--- src/rtl/int_iq_select.sv ---
// int_iq_select: wakeup/select scheduler for the integer issue queue.
// Tracks per-slot source readiness plus a pairwise age matrix, allocates up to
// two slots per cycle and grants the two oldest ready slots to ALU0/ALU1.
// Payload storage lives outside this block and is indexed by the slot numbers
// produced here.
// Optional feature macro: FALCO_IQ_B2B_WAKEUP_EN drives the back-to-back
// destination-tag broadcast and feeds it back as an internal wakeup source.
module int_iq_select #(
    parameter int ENTRIES = 8,
    parameter int PRF_W   = 6,
    parameter int IDX_W   = $clog2(ENTRIES)
) (
    input  logic                 clk_i,
    input  logic                 rst_i,
    input  logic                 flush_i,
    input  logic                 stall_i,
    input  logic                 alloc0_valid_i,
    input  logic                 alloc1_valid_i,
    input  logic [PRF_W-1:0]     alloc0_rs1_i,
    input  logic [PRF_W-1:0]     alloc0_rs2_i,
    input  logic [PRF_W-1:0]     alloc0_rd_i,
    input  logic [PRF_W-1:0]     alloc1_rs1_i,
    input  logic [PRF_W-1:0]     alloc1_rs2_i,
    input  logic [PRF_W-1:0]     alloc1_rd_i,
    input  logic                 alloc0_rs1_rdy_i,
    input  logic                 alloc0_rs2_rdy_i,
    input  logic                 alloc0_rd_valid_i,
    input  logic                 alloc1_rs1_rdy_i,
    input  logic                 alloc1_rs2_rdy_i,
    input  logic                 alloc1_rd_valid_i,
    output logic                 alloc_ready_o,
    output logic [IDX_W-1:0]     alloc0_idx_o,
    output logic [IDX_W-1:0]     alloc1_idx_o,
    input  logic [1:0]           wb_wakeup_valid_i,
    input  logic [2*PRF_W-1:0]   wb_wakeup_rd_i,
    output logic                 instr0_valid_o,
    output logic                 instr1_valid_o,
    output logic [IDX_W-1:0]     issue0_idx_o,
    output logic [IDX_W-1:0]     issue1_idx_o,
    output logic                 issue_alu0_rd_valid_o,
    output logic                 issue_alu1_rd_valid_o,
    output logic [PRF_W-1:0]     issue_alu0_rd_o,
    output logic [PRF_W-1:0]     issue_alu1_rd_o
);
    localparam int NWAKE = 4;
    localparam int CNT_W = IDX_W + 1;

    logic [ENTRIES-1:0] valid_q, valid_d;
    logic [ENTRIES-1:0] rs1Rdy_q, rs1Rdy_d;
    logic [ENTRIES-1:0] rs2Rdy_q, rs2Rdy_d;
    logic [ENTRIES-1:0] rdValid_q, rdValid_d;
    logic [PRF_W-1:0]   rs1_q [ENTRIES];
    logic [PRF_W-1:0]   rs1_d [ENTRIES];
    logic [PRF_W-1:0]   rs2_q [ENTRIES];
    logic [PRF_W-1:0]   rs2_d [ENTRIES];
    logic [PRF_W-1:0]   rd_q  [ENTRIES];
    logic [PRF_W-1:0]   rd_d  [ENTRIES];
    // older_q[i][j] = 1 means slot j is older than slot i
    logic [ENTRIES-1:0] older_q [ENTRIES];
    logic [ENTRIES-1:0] older_d [ENTRIES];

    logic [CNT_W-1:0]   freeCount;
    logic [IDX_W-1:0]   free0Idx, free1Idx;
    logic               found0, found1;
    logic [ENTRIES-1:0] readyVec, grant0Vec, grant1Vec;
    logic [IDX_W-1:0]   grant0Idx, grant1Idx;
    logic [NWAKE-1:0]   wakeValid;
    logic [NWAKE-1:0][PRF_W-1:0] wakeTag;
    logic               doAlloc0, doAlloc1;
    logic [IDX_W-1:0]   slot0, slot1;

    function automatic logic tagHit(input logic [PRF_W-1:0] tag,
                                    input logic [NWAKE-1:0] vld,
                                    input logic [NWAKE-1:0][PRF_W-1:0] tags);
        logic hit;
        hit = 1'b0;
        for (int w = 0; w < NWAKE; w++) begin
            if (vld[w] && (tags[w] == tag)) hit = 1'b1;
        end
        return hit;
    endfunction

    // Count free slots and find the two lowest free indices
    always_comb begin
        freeCount = '0;
        free0Idx  = '0;
        free1Idx  = '0;
        found0    = 1'b0;
        found1    = 1'b0;
        for (int i = 0; i < ENTRIES; i++) begin
            if (!valid_q[i]) begin
                freeCount = freeCount + CNT_W'(1);
                if (!found0) begin
                    found0   = 1'b1;
                    free0Idx = IDX_W'(i);
                end else if (!found1) begin
                    found1   = 1'b1;
                    free1Idx = IDX_W'(i);
                end
            end
        end
    end

    // Allocation handshake; alloc1 slides down to the lowest slot when it is alone
    always_comb begin
        alloc_ready_o = (freeCount >= CNT_W'(2));
        alloc0_idx_o  = free0Idx;
        alloc1_idx_o  = (alloc1_valid_i && !alloc0_valid_i) ? free0Idx : free1Idx;
    end

    // Age-ordered select: grant0 has no ready older slot, grant1 is oldest of the rest
    always_comb begin
        grant0Vec = '0;
        grant1Vec = '0;
        for (int i = 0; i < ENTRIES; i++) begin
            readyVec[i] = valid_q[i] & rs1Rdy_q[i] & rs2Rdy_q[i];
        end
        for (int i = 0; i < ENTRIES; i++) begin
            if (readyVec[i] && ((older_q[i] & readyVec) == '0)) grant0Vec[i] = 1'b1;
        end
        for (int i = 0; i < ENTRIES; i++) begin
            if (readyVec[i] && !grant0Vec[i] &&
                ((older_q[i] & readyVec & ~grant0Vec) == '0)) grant1Vec[i] = 1'b1;
        end
        if (stall_i || flush_i) begin
            grant0Vec = '0;
            grant1Vec = '0;
        end
    end

    // Encode the one-hot grants into slot indices
    always_comb begin
        grant0Idx = '0;
        grant1Idx = '0;
        for (int i = 0; i < ENTRIES; i++) begin
            if (grant0Vec[i]) grant0Idx = IDX_W'(i);
            if (grant1Vec[i]) grant1Idx = IDX_W'(i);
        end
    end

    // Issue port outputs, all zero when the port has no grant
    always_comb begin
        instr0_valid_o  = |grant0Vec;
        instr1_valid_o  = |grant1Vec;
        issue0_idx_o    = grant0Idx;
        issue1_idx_o    = grant1Idx;
        issue_alu0_rd_o = instr0_valid_o ? rd_q[grant0Idx] : '0;
        issue_alu1_rd_o = instr1_valid_o ? rd_q[grant1Idx] : '0;
`ifdef FALCO_IQ_B2B_WAKEUP_EN
        issue_alu0_rd_valid_o = instr0_valid_o & rdValid_q[grant0Idx];
        issue_alu1_rd_valid_o = instr1_valid_o & rdValid_q[grant1Idx];
`else
        issue_alu0_rd_valid_o = 1'b0;
        issue_alu1_rd_valid_o = 1'b0;
`endif
    end

`ifndef FALCO_IQ_B2B_WAKEUP_EN
    // Without the broadcast the stored rd_valid flags have no consumer
    logic unusedRdValid;
    assign unusedRdValid = ^rdValid_q;
`endif

    // Gather this cycle's wakeup tags: writeback ports plus optional grant broadcasts
    always_comb begin
        wakeValid  = '0;
        wakeTag    = '0;
        wakeValid[0] = wb_wakeup_valid_i[0];
        wakeTag[0]   = wb_wakeup_rd_i[PRF_W-1:0];
        wakeValid[1] = wb_wakeup_valid_i[1];
        wakeTag[1]   = wb_wakeup_rd_i[2*PRF_W-1:PRF_W];
`ifdef FALCO_IQ_B2B_WAKEUP_EN
        wakeValid[2] = issue_alu0_rd_valid_o;
        wakeTag[2]   = issue_alu0_rd_o;
        wakeValid[3] = issue_alu1_rd_valid_o;
        wakeTag[3]   = issue_alu1_rd_o;
`endif
    end

    // Next state: retire grants, apply wakeups, write allocations (with bypass), flush
    always_comb begin
        rs1Rdy_d  = rs1Rdy_q;
        rs2Rdy_d  = rs2Rdy_q;
        rdValid_d = rdValid_q;
        rs1_d     = rs1_q;
        rs2_d     = rs2_q;
        rd_d      = rd_q;
        older_d   = older_q;
        doAlloc0  = alloc0_valid_i & alloc_ready_o & ~flush_i;
        doAlloc1  = alloc1_valid_i & alloc_ready_o & ~flush_i;
        slot0     = free0Idx;
        slot1     = doAlloc0 ? free1Idx : free0Idx;
        valid_d   = valid_q & ~(grant0Vec | grant1Vec);
        for (int i = 0; i < ENTRIES; i++) begin
            if (tagHit(rs1_q[i], wakeValid, wakeTag)) rs1Rdy_d[i] = 1'b1;
            if (tagHit(rs2_q[i], wakeValid, wakeTag)) rs2Rdy_d[i] = 1'b1;
        end
        if (doAlloc0) begin
            valid_d[slot0]   = 1'b1;
            rs1_d[slot0]     = alloc0_rs1_i;
            rs2_d[slot0]     = alloc0_rs2_i;
            rd_d[slot0]      = alloc0_rd_i;
            rdValid_d[slot0] = alloc0_rd_valid_i;
            rs1Rdy_d[slot0]  = alloc0_rs1_rdy_i | tagHit(alloc0_rs1_i, wakeValid, wakeTag);
            rs2Rdy_d[slot0]  = alloc0_rs2_rdy_i | tagHit(alloc0_rs2_i, wakeValid, wakeTag);
            older_d[slot0]   = valid_q;
            for (int j = 0; j < ENTRIES; j++) older_d[j][slot0] = 1'b0;
        end
        if (doAlloc1) begin
            valid_d[slot1]   = 1'b1;
            rs1_d[slot1]     = alloc1_rs1_i;
            rs2_d[slot1]     = alloc1_rs2_i;
            rd_d[slot1]      = alloc1_rd_i;
            rdValid_d[slot1] = alloc1_rd_valid_i;
            rs1Rdy_d[slot1]  = alloc1_rs1_rdy_i | tagHit(alloc1_rs1_i, wakeValid, wakeTag);
            rs2Rdy_d[slot1]  = alloc1_rs2_rdy_i | tagHit(alloc1_rs2_i, wakeValid, wakeTag);
            older_d[slot1]   = valid_q;
            if (doAlloc0) older_d[slot1][slot0] = 1'b1;
            for (int j = 0; j < ENTRIES; j++) older_d[j][slot1] = 1'b0;
        end
        if (flush_i) valid_d = '0;
    end

    // State registers with synchronous reset
    always_ff @(posedge clk_i) begin
        if (rst_i) begin
            valid_q   <= '0;
            rs1Rdy_q  <= '0;
            rs2Rdy_q  <= '0;
            rdValid_q <= '0;
            rs1_q     <= '{default: '0};
            rs2_q     <= '{default: '0};
            rd_q      <= '{default: '0};
            older_q   <= '{default: '0};
        end else begin
            valid_q   <= valid_d;
            rs1Rdy_q  <= rs1Rdy_d;
            rs2Rdy_q  <= rs2Rdy_d;
            rdValid_q <= rdValid_d;
            rs1_q     <= rs1_d;
            rs2_q     <= rs2_d;
            rd_q      <= rd_d;
            older_q   <= older_d;
        end
    end

endmodule

--- config.mk ---
export PLATFORM = sky130hd
export DESIGN_NAME = int_iq_select
export DESIGN_NICKNAME = d
export VERILOG_FILES = /design/src/rtl/int_iq_select.sv
export SDC_FILE = /design/constraint.sdc
export NUM_CORES = 1
export LEC_CHECK = 0
export CORE_AREA = 2 2 238 240
export DETAILED_ROUTE_END_ITERATION = 16
export DIE_AREA = 0 0 240 242
export DONT_BUFFER_PORTS = 1
export PLACE_DENSITY_LB_ADDON = 0.12
export SYNTH_ARGS = -nofsm -noshare
export SYNTH_HDL_FRONTEND = slang
export SYNTH_SLANG_ARGS = --single-unit
--- constraint.sdc ---
create_clock -name clk_i -period 16.4 [get_ports clk_i]
set_input_delay 4.92 -clock clk_i [delete_from_list [all_inputs] [get_ports clk_i]]
set_output_delay 4.92 -clock clk_i [all_outputs]
set_load 0.03 [all_outputs]
==> results.toml <==
[floorplan]
dieArea_um2 = 58080
coreArea_um2 = 55730
die_w_um = 240
die_h_um = 242
floorplan.rows = 87
ios = 91
start_util = 0.2970

[logic_synthesis]
synth_cells = 2164
ys_ff_latch = 232
synth_top_area_frac = 0.2806
yosys_most_used_dff = "dfxtp_1"
synth_edf_count = 0
synthArstFlopShare = 0
synth_top_cell_by_area = "dfxtp_1"
avgSynthCellArea_um2 = 7.649
ys_seq_area_frac = 0.2806
synth_warnings = 0
ys_top_cells_by_area = "dfxtp_1 (28%), nand2_1 (7.8%), xnor2_1 (6.9%)"
synth_area_um2 = 16550
ys_types = 94

[clocking]
cts.sinks = 232
htreeDepth = 1
cts_buffers = 29
clk_path_buf_depth = 3
cts_resized = 0
clock_latency_ns = 0.57
clkTransAtPathRegs_ns = 0.06
cts_setup_buffers = 0
cts-root-buf = "clkbuf_16"
cts_hold_buf = 0
cts_tree = "yes"

[setup_path]
cpMostUsedCell = "nor2_1"
critPathLaunchType = "input pin"
worst_ep_arrival_time_ns = 8.06
slowest_delay_ns = 0.54
crit_type = "input pin to output pin"
critPathBufInv = 2
crit_family = "compound AO/OA/AOI/OAI gates"
endpoint_kind = "output pin"
crit_fanout = 21
crit_slowest_cell = "clkinv_1"
crit_required_ns = 11.48
cp_cell_sequence = "or2_2 > nor2_1 > o211ai_1 > a221o_1 > a211oi_1 > nor2_1 > a21boi_1 > buf_4 > clkinv_1 > nand2_1 > a32o_1"

[pwr]
power_leakage_nw = 5.797
p_comb_frac = 0.389
pwr-share-seq = 0.297
swShare = 0.4163
p_per_area_nw_per_um2 = 124.0
ir_drop_uv = 157.4
p_int_mw = 1.299
net-switching-power_mw = 0.9267
clkPwrFrac = 0.315

[global_routing]
grt_usage = 0.2657
grt_pass1_vias = 16568
grt_pass1_wl_um = 115700
grt_overflow = 0
grt_start_max_net_pins = 177
antenna_found_initial = 1

[detailed_routing]
wl_per_cell_um = 28.25
routed_via_density = 6.074
drt_first_pass_iters = 6
remaining_drc_errors = 0
drt_iter0_drc = 1721
wl_um = 78840
detail-route-antenna-nets = 0
vias = 16952

[cells_and_area]
fillers = 5996
drive_gt1_frac = 0.06939
fin_nets = 2083
area_delta_synth_final_pct = 8.489

[timing]
min_period_over_period = 0.7913
whs_ns = 0.4526
fin_setup_tns_ns = 0
finalSetupViolCount = 0
fmax_mhz = 77.05
slew_viol_final = 0
period_minus_slack_ns = 12.98
skew_ns = 0.01593
max_slew_margin = 0.2862
worstMarginPinSlew_ns = 1.067
rsz0062_at_grt = "no"
finalHoldViolCount = 0

[place]
gp_congestion = 0.9363
dp_hpwl_um = 48750
port_buffers = 0

[job]
cap_violations = 0

[hold_path]
hold_path_class = "flop to flop"

[outcome]
status = "finished, final reports clean"
cells in the mapped netlist, types with 10 or more instances:
cell type / number
a211oi_1: 29
a21oi_1: 75
a22o_1: 11
a22oi_1: 13
a311oi_1: 128
a31oi_1: 30
and3_1: 16
buf_1: 51
buf_2: 41
clkbuf_1: 128
dfxtp_1: 232
ha_1: 10
inv_1: 25
mux2i_1: 46
mux4_2: 12
nand2_1: 346
nand2b_1: 30
nand3_1: 22
nand4_1: 126
nor2_1: 198
nor3_1: 28
nor4_1: 52
o2111ai_1: 12
o211ai_1: 15
o21ai_0: 69
xnor2_1: 130
xor2_1: 121
layer usage:
layer	routed length [µm]	vias to the layer above	share of wire	global-route usage
met5	0	-	0	0
met1	33340	8396	0.42	0.3461
met4	3391	0	0.043	0.1069
met2	36430	785	0.46	0.4341
met3	5673	206	0.072	0.04478
li1	-	7565	-	-
state kept, by name, indices dropped and copies added, names as in the netlist:
name,flops
rd_q,48
rs1_q,48
rs2_q,48
rs2Rdy_q,8
rs1Rdy_q,8
older_q,64
valid_q,8
path summary, 6_finish.rpt:
path / depth (start not counted) / startpoint / endpoint / slack, ns
max: 11 / stall_i / issue_alu1_rd_o[4] / 3.42
min: 2 / older_q[35] / older_q[35] / 0.45
max reg2reg: 24 / valid_q[1] / older_q[32] / 8.14
min reg2reg: 2 / older_q[35] / older_q[35] / 0.45
power groups by stage:
stage          Combinational [mW]  Clock [mW]  Sequential [mW]
3_3_place_gp                0.847           0            0.670
3_5_place_dp                0.854           0            0.670
6_report                    0.865       0.700            0.660
2_1_floorplan               0.698           0            0.642
5_1_grt                     0.931       0.736            0.664
4_1_cts                     0.859       0.712            0.658
final cells by class:
cell class | instances | area (µm²) | area share
well taps | 756 | 945.9 | 0.05268
flip-flops and latches | 232 | 4644 | 0.2586
inverters | 29 | 111.4 | 0.006201
clock buffers | 44 | 872.1 | 0.04856
multi-input cells | 1677 | 10920 | 0.6080
repair buffers | 42 | 315.3 | 0.01756
diodes | 3 | 7.507 | 0.0004181
clock inverters | 8 | 142.6 | 0.007943
worst min-delay path: cells and delay by family (launching register included):
kind	cells	cell delay [ns]
and+or+nand+nor	2	0.09
DFF	1	0.32
placed cells by master, fill, tap and decap left out, types with 8 or more instances in the layout:
master	Yosys	routed
o21ai_0	69	69
clkbuf_16	0	29
clkbuf_8	0	9
xnor2_1	130	130
a211o_1	9	9
and3_1	16	16
o21a_1	9	9
dfxtp_1	232	232
a21oi_1	75	75
xor2_1	121	121
mux2i_1	46	46
a31oi_1	30	30
a311oi_1	128	128
nand3_1	22	21
nor2b_1	8	8
mux4_2	12	12
buf_4	3	42
a22oi_1	13	13
a211oi_1	29	29
inv_1	25	25
a22o_1	11	11
nand2b_1	30	30
nor2_1	198	197
o211ai_1	15	15
o2111ai_1	12	12
nand2_1	346	346
ha_1	10	10
nor3_1	28	26
nor4_1	52	51
nand4_1	126	126
logic make-up after synthesis:
| kind of cell | synth area share |
|---|---|
| buffers and inverters | 0.06342 |
| multiplexers | 0.04415 |
| other | 0.0002266 |
| AND/OR/NAND/NOR | 0.2512 |
| flip-flops | 0.2806 |
| AO/OA/AOI/OAI | 0.2147 |
| XOR/XNOR | 0.1376 |
| adder cells (fa/ha/maj) | 0.008164 |
per-stage QoR:
step	setup WS, ns	std cells	power [mW]	util	instance area [µm²]
after global placement	3.449	2736	1.518	0.3039	16940
after detailed placement	3.503	2736	1.525	0.3039	16940
after CTS	3.489	2788	2.229	0.3221	17950
after floorplan	3.701	2165	1.340	-	16560
final	3.422	2791	2.226	0.3222	17960
after global routing	3.321	2788	2.331	0.3221	17950
Note: power is estimated with default switching activity, not from simulation.
